==> src/rtl/analog_io_seq_ctrl.sv <==
// Analog pad mode controller: Wishbone-programmed, break-before-make sequencer
// that switches one pad at a time between analog and digital output. Optional LOCK register: ANALOG_IO_SEQ_CTRL_LOCK_EN.
module analog_io_seq_ctrl #(
  parameter int                  NUM_CH     = 6,
  parameter logic [31:0]         BASE_ADDR  = 32'h3000_0000,
  parameter int                  SETTLE_W   = 16,
  parameter logic [SETTLE_W-1:0] SETTLE_RST = 16'd100
) (
  input  logic              wb_clk_i,
  input  logic              wb_rst_i,
  input  logic              wbs_cyc_i,
  input  logic              wbs_stb_i,
  input  logic              wbs_we_i,
  input  logic [3:0]        wbs_sel_i,
  input  logic [31:0]       wbs_adr_i,
  input  logic [31:0]       wbs_dat_i,
  output logic              wbs_ack_o,
  output logic [31:0]       wbs_dat_o,
  output logic [NUM_CH-1:0] io_oeb,
  output logic [NUM_CH-1:0] io_out,
  output logic              irq
);

  localparam int CH_W = (NUM_CH > 1) ? $clog2(NUM_CH) : 1;

  typedef enum logic [1:0] {
    ST_IDLE,
    ST_RELEASE,
    ST_SETTLE
  } state_t;

  state_t              state, state_n;
  logic [CH_W-1:0]     ch, ch_n;
  logic [SETTLE_W-1:0] cnt, cnt_n;
  logic [NUM_CH-1:0]   applied, applied_n;
  logic [NUM_CH-1:0]   pending, force_n;
  logic                irq_n;

  logic [NUM_CH-1:0]   mode;
  logic [NUM_CH-1:0]   out_reg;
  logic [SETTLE_W-1:0] settle;

  logic                req, accept, wr_en;
  logic [5:0]          offset;
  logic [31:0]         byte_mask;
  logic [31:0]         rdata;

  assign req       = wbs_cyc_i & wbs_stb_i & (wbs_adr_i[31:8] == BASE_ADDR[31:8]);
  // The ack cycle blocks acceptance, so a held request is served every other cycle
  assign accept    = req & ~wbs_ack_o;
  assign wr_en     = accept & wbs_we_i;
  assign offset    = wbs_adr_i[7:2];
  assign byte_mask = {{8{wbs_sel_i[3]}}, {8{wbs_sel_i[2]}}, {8{wbs_sel_i[1]}}, {8{wbs_sel_i[0]}}};

  wire unused_bits = &{1'b0, wbs_adr_i[1:0], byte_mask[31:16], wbs_dat_i[31:16]};

`ifdef ANALOG_IO_SEQ_CTRL_LOCK_EN
  logic locked;

  always_ff @(posedge wb_clk_i) begin
    if (!wb_rst_i) begin
      locked <= 1'b0;
    end else if (wr_en && offset == 6'd4 && wbs_sel_i[0] && wbs_dat_i[0]) begin
      locked <= 1'b1;
    end
  end
`else
  localparam logic locked = 1'b0;
`endif

  always_ff @(posedge wb_clk_i) begin
    if (!wb_rst_i) begin
      mode    <= '0;
      out_reg <= '0;
      settle  <= SETTLE_RST;
    end else if (wr_en) begin
      case (offset)
        6'd0: if (!locked) mode <= (mode & ~byte_mask[NUM_CH-1:0]) |
                                   (wbs_dat_i[NUM_CH-1:0] & byte_mask[NUM_CH-1:0]);
        6'd1: out_reg <= (out_reg & ~byte_mask[NUM_CH-1:0]) |
                         (wbs_dat_i[NUM_CH-1:0] & byte_mask[NUM_CH-1:0]);
        6'd2: if (!locked) settle <= (settle & ~byte_mask[SETTLE_W-1:0]) |
                                     (wbs_dat_i[SETTLE_W-1:0] & byte_mask[SETTLE_W-1:0]);
        default: ;
      endcase
    end
  end

  always_comb begin
    rdata = '0;
    case (offset)
      6'd0: rdata[NUM_CH-1:0]   = mode;
      6'd1: rdata[NUM_CH-1:0]   = out_reg;
      6'd2: rdata[SETTLE_W-1:0] = settle;
      6'd3: begin
        rdata[0]          = (state != ST_IDLE);
        rdata[8 +: NUM_CH] = applied;
      end
`ifdef ANALOG_IO_SEQ_CTRL_LOCK_EN
      6'd4: rdata[0] = locked;
`endif
      default: ;
    endcase
  end

  always_ff @(posedge wb_clk_i) begin
    if (!wb_rst_i) begin
      wbs_ack_o <= 1'b0;
      wbs_dat_o <= '0;
    end else begin
      wbs_ack_o <= accept;
      wbs_dat_o <= (accept && !wbs_we_i) ? rdata : '0;
    end
  end

  always_comb begin
    state_n   = state;
    ch_n      = ch;
    cnt_n     = cnt;
    applied_n = applied;
    irq_n     = 1'b0;
    force_n   = '0;
    pending   = mode ^ applied;
    case (state)
      ST_IDLE: begin
        if (pending != '0) begin
          for (int i = NUM_CH - 1; i >= 0; i--) begin
            if (pending[i]) ch_n = CH_W'(i);
          end
          state_n = ST_RELEASE;
        end
      end
      ST_RELEASE: begin
        cnt_n   = settle;
        state_n = ST_SETTLE;
      end
      ST_SETTLE: begin
        // Commit takes MODE as it stands now, so mid-sequence writes win
        if (cnt == '0) begin
          applied_n[ch] = mode[ch];
          state_n       = ST_IDLE;
          irq_n         = ((mode ^ applied_n) == '0);
        end else begin
          cnt_n = cnt - 1'b1;
        end
      end
      default: state_n = ST_IDLE;
    endcase
    if (state_n != ST_IDLE) force_n[ch_n] = 1'b1;
  end

  always_ff @(posedge wb_clk_i) begin
    if (!wb_rst_i) begin
      state   <= ST_IDLE;
      ch      <= '0;
      cnt     <= '0;
      applied <= '0;
      io_oeb  <= '1;
      io_out  <= '0;
      irq     <= 1'b0;
    end else begin
      state   <= state_n;
      ch      <= ch_n;
      cnt     <= cnt_n;
      applied <= applied_n;
      io_oeb  <= ~applied_n | force_n;
      io_out  <= out_reg & applied_n;
      irq     <= irq_n;
    end
  end

endmodule

==> config.mk <==
export PLATFORM = sky130hd
export DESIGN_NAME = analog_io_seq_ctrl
export DESIGN_NICKNAME = d
export VERILOG_FILES = /design/src/rtl/analog_io_seq_ctrl.sv
export SDC_FILE = /design/constraint.sdc
export NUM_CORES = 1
export LEC_CHECK = 0
export CORE_MARGIN = 2
export CORE_UTILIZATION = 43
export CTS_CLUSTER_DIAMETER = 100
export DETAILED_ROUTE_END_ITERATION = 10
export PLACE_DENSITY = 0.85
export SYNTH_ARGS = -nofsm -noshare
export SYNTH_HDL_FRONTEND = slang
export SYNTH_SLANG_ARGS = --single-unit
==> constraint.sdc <==
create_clock -name wb_clk_i -period 1.9 [get_ports wb_clk_i]
set_input_delay 0.285 -clock wb_clk_i [delete_from_list [all_inputs] [get_ports wb_clk_i]]
set_output_delay 0.285 -clock wb_clk_i [all_outputs]
set_load 0.03 [all_outputs]
# == Yosys cells after proc, flatten, opt, wreduce, memory -nomap -nowiden ==
# Index checks and enable logic that the tools add are counted.
# totals
output_inout_bits,46
register_bits,101
# classes
order_cmp,4
eq_ne,7
reduce_logical,19
bitwise_logic,20
mux,26
addsub,1
# ops
operator,count
AND 16 bit,2
case mux 16 bit (2 select lines),1
AND 6 bit,4
equality test 24 x 22 -> 1 bit (second input constant),1
two-way mux 3 bit,8
two-way mux 6 bit,3
OR 6 bit,3
zero test 16 bit,1
two-way mux 16 bit,1
NOT 16 bit,1
OR 16 bit,1
subtractor 16 x 1 -> 16 bit (second input constant),1
case mux 5 bit (3 select lines),1
equality test 6 x 2 -> 1 bit (second input constant),2
zero test 6 bit,2
NOT 6 bit,2
case mux 6 bit (2 select lines),1
XOR 6 bit,2
AND reduction 2 bit,5
less-than comparator 3 x 4 -> 1 bit (second input constant),2
bitwise mux 6 bit,1
demux 1 bit (select 3 bit),2
equality test 6 x 1 -> 1 bit (second input constant),1
greater-or-equal comparator 3 x 1 -> 1 bit (second input constant),2
16 further kinds,27

# == Depth between registers and ports, before layout ==
# logic_depth
word_depth,15
mapped_depth,10

# == Least setup slack after synthesis ==
# Ideal clock, no wire load.
# synth_timing
kind,register -> register
startpoint,register wbs_ack_o
endpoint,register with a tool-made name
n_path_buf,1
path_stages_with_launch,8
path_slack_ps,-91
period_less_slack_ps,1991
setup_ps,122
t_required_ps,1778
arrival_time_ps,1869
cell_sequence,dfxtp_1 > nor4_1 > nand4_1 > nor4_4 > nand3_2 > or4_1 > buf_2 > mux2i_1
# synth_rtl
element,line_no,rtl
start: declaration,17,"output logic wbs_ack_o,"
start signal: assignment,111,wbs_ack_o <= accept;

# == Worst setup path after layout ==
# layout_timing
startpoint,register cnt[11]
endpoint,register cnt[9]
# layout_between
elab_chain_len,3
# layout_rtl
element,line_no,rtl
start: declaration,34,"logic [SETTLE_W-1:0] cnt, cnt_n;"
start signal: assignment,164,cnt <= cnt_n;
zero test 16 bit,139,if (cnt == '0) begin
!= test 2 bit (no source line),--,
AND reduction 2 bit (no source line),--,
# Every way passes these cells.
# A chain may end at the register's enable or synchronous reset.

==> results.yml <==
status:
  outcome: "finished, violations left"
  violations: "negative setup slack"
floorplanning:
  fp.dieW_um: 100.2
  num_rows: 35
  pin_count: 119
  dieArea_sq_um: 10040
  core_area_sq_um: 9109
  die_y_um: 100.2
  initial_core_util_pct: 43.68
logic_synthesis:
  synth-main-ff-cell: "dfxtp_1"
  yosys.area.top_type_share_pct: 42.77
  synthTopCellsByArea: "dfxtp_1, mux2i_1, nand2_1, nor2_1, a21oi_1"
  synth-seq-area-share_pct: 42.77
  postSynthCellCount: 451
  async_flop_share_pct: 0
  synth_warnings: 0
  synth-seq-cells: 85
  netlist_area_sq_um: 3979
  synthDistinctLibCells: 61
  synth_area_per_cell_sq_um: 8.822
  synth_edf_count: 0
  synth_top_cell_by_area: "dfxtp_1"
pwr:
  combPwrFrac_pct: 7.5
  internal-power_mw: 2.378
  p_sw_mw: 0.7807
  irDropWorstVdd_mv: 0.5489
  pwr-share-clk_pct: 36.2
  seqPwrFrac_pct: 56.3
  p_leak_nw: 2.296
  p_sw_share_pct: 24.72
  p_total_mw: 3.159
  p_per_area_nw_per_um2: 567.0
timing:
  holdWs_ns: 0.4821
  fin_crit_ns: 2.029
  finalHoldViolations: 0
  setup_slack_ns: -0.1292
  tns_ns: -2.855
  slew_violations: 0
  max_freq_mhz: 492.8
  fin_skew_ns: 0.009130
  min_period_over_period_pct: 106.8
  tightestPinTransition_ns: 0.5866
  slew_headroom_pct: 60.90
  setup_viol: 34
  rsz0062_at_grt: "yes"
routing:
  wire_per_inst_um: 16.63
  dr.pass1.iters: 4
  ant_nets: 0
  routed_wl_mm: 11.46
  vias_per_cell: 5.470
  drtIter0Drc: 224
  vias: 3769
  drc: 0
clocking:
  cts_tree: "done"
  clock_path_buffers: 2
  cts.clk_slew.worst_paths_ns: 0.08
  cts_buffers: 9
  clockRootBuffer: "clkbuf_8"
  numClockSinks: 85
  holdBufCountCts: 0
  cts.htree.levels: 3
  insertion_delay_ns: 0.36
setup_path:
  worstReg2RegEnd: "cnt[9]$_SDFFE_PN0P_"
  critical_path.startpoint_type: "register"
  cp-end-kind: "register"
  worstPathRequired_ns: 2.19
  critPathArrivalTime_ns: 2.31
  reg2reg_from: "cnt[11]$_SDFFE_PN0P_"
  crit_fanout: 8
  r2r_cells: 8
  path_class: "reg -> reg"
  r2r_slack_ns: -0.13
cells_and_area:
  final_common_cell: "dfxtp_1"
  final_cell_mix: "dfxtp_1, clkdlybuf4s50_1, nand2_1"
  utilization_pct: 61.15
  diodes: 0
  stdcell_count: 689
  layout-drive-gt1-share_pct: 19.03
  area_growth_pct: 40.00
  fin_area_sq_um: 5570
  nets: 648
hold_path:
  holdPathEnd: "cnt[4]$_SDFFE_PN0P_"
  hp-class: "reg -> reg"
  hold-path-cell-count: 2
  worstHoldStart: "cnt[4]$_SDFFE_PN0P_"
global_routing:
  grt-ovfl-total: 0
  grt_pass1_wl_mm: 18.04
  grt_pass1_vias: 3765
  antenna_found_initial: 0
  grt_use_total_pct: 22.90
  grt_max_degree: 20
placement:
  dpl.cell_count: 668
  io_buffers: 82
  placed_area_sq_um: 5186
  post-place-ws_ns: -0.6522
  place_hpwl_mm: 8.575
  gp_congestion: 0.9066
run:
  cap_violations: 0
==> kinds of logic (layout without fill, tap and decap cells) <==
group / count (synthesis) / count (layout) / synth area share [%]
compound gates: 69 / 69 / 10.28
flops: 85 / 85 / 42.77
mux: 47 / 47 / 12.14
simple gates: 195 / 195 / 25.88
buf+inv: 40 / 152 / 5.566
fa+ha+maj: 2 / 2 / 0.6288
other cells: 1 / 16 / 0.09425
xor+xnor: 12 / 12 / 2.641
==> what timing repair did <==
action	4_1_cts	5_1_grt
setup buffers	3	4
pin swaps	20	21
gates resized for setup	30	25
endpoints found under the setup margin	65	63
==> worst max-delay path: stages (launching register included) <==
cell,delay (ns)
dfxtp_2,0.33
or4_4,0.54
nand4bb_1,0.21
buf_6,0.19
o21ai_4,0.19
buf_6,0.15
nor3_2,0.05
nand3b_1,0.15
a21oi_1,0.15
==> power by group through the flow <==
| stage | sequential (mW) | clock [mW] | combinational, mW |
|---|---|---|---|
| floorplan | 1.82 | 0 | 0.118 |
| global placement | 1.82 | 0 | 0.233 |
| detailed placement | 1.82 | 0 | 0.237 |
| CTS | 1.78 | 1.18 | 0.233 |
| global route | 1.78 | 1.23 | 0.249 |
| finish | 1.78 | 1.14 | 0.236 |
==> final cells by class <==
cell class,count,area (sq um)
Clock inverter,6,46.29
Clock buffer,10,127.6
Sequential cell,85,1705
Fill cell,736,3538
Tap cell,111,138.9
Multi-Input combinational cell,341,2295
Timing Repair Buffer,132,1242
Inverter,4,15.01
==> Yosys cell counts, types with 2 or more instances <==
library cell / number
dfxtp_1: 85
nand2_1: 56
nor2_1: 53
mux2i_1: 46
a21oi_1: 31
buf_4: 18
clkbuf_1: 14
and2_1: 13
nor4_1: 11
o21ai_1: 11
nor3_1: 8
xor2_1: 7
nand3_1: 6
nand4_1: 6
o21ai_0: 6
nand3b_1: 5
xnor2_1: 5
nand2b_1: 4
nor2b_1: 4
or3_1: 4
inv_1: 3
nor2_2: 3
nor3_2: 3
a211oi_1: 2
buf_2: 2
ha_1: 2
nor2_4: 2
nor3b_1: 2
nor4_4: 2
o211ai_1: 2
o21a_1: 2
o22a_1: 2
o22ai_1: 2
or4_1: 2
==> layer usage <==
metal | share of wire [%] | track usage [%] | vias to the layer above | wire, um
li1 | - | - | 1795 | -
met1 | 40 | 27.55 | 1805 | 4567
met2 | 51 | 40.11 | 146 | 5811
met3 | 6.8 | 5.362 | 23 | 782
met4 | 2.6 | 7.798 | 0 | 297
met5 | 0 | 0 | - | 0
==> worst max path at each step <==
stage / start / endpoint / slack [ns]
floorplan: wbs_adr_i[9] / register / -0.06
global placement: wbs_adr_i[14] / register / -0.62
detailed placement: wbs_stb_i / register / -0.65
CTS: cnt[11]$_SDFFE_PN0P_ / cnt[9]$_SDFFE_PN0P_ / -0.13
global route: cnt[11]$_SDFFE_PN0P_ / cnt[12]$_SDFFE_PN0P_ / -0.20
finish: cnt[11]$_SDFFE_PN0P_ / cnt[9]$_SDFFE_PN0P_ / -0.13
Note: power is estimated with default switching activity, not from simulation.
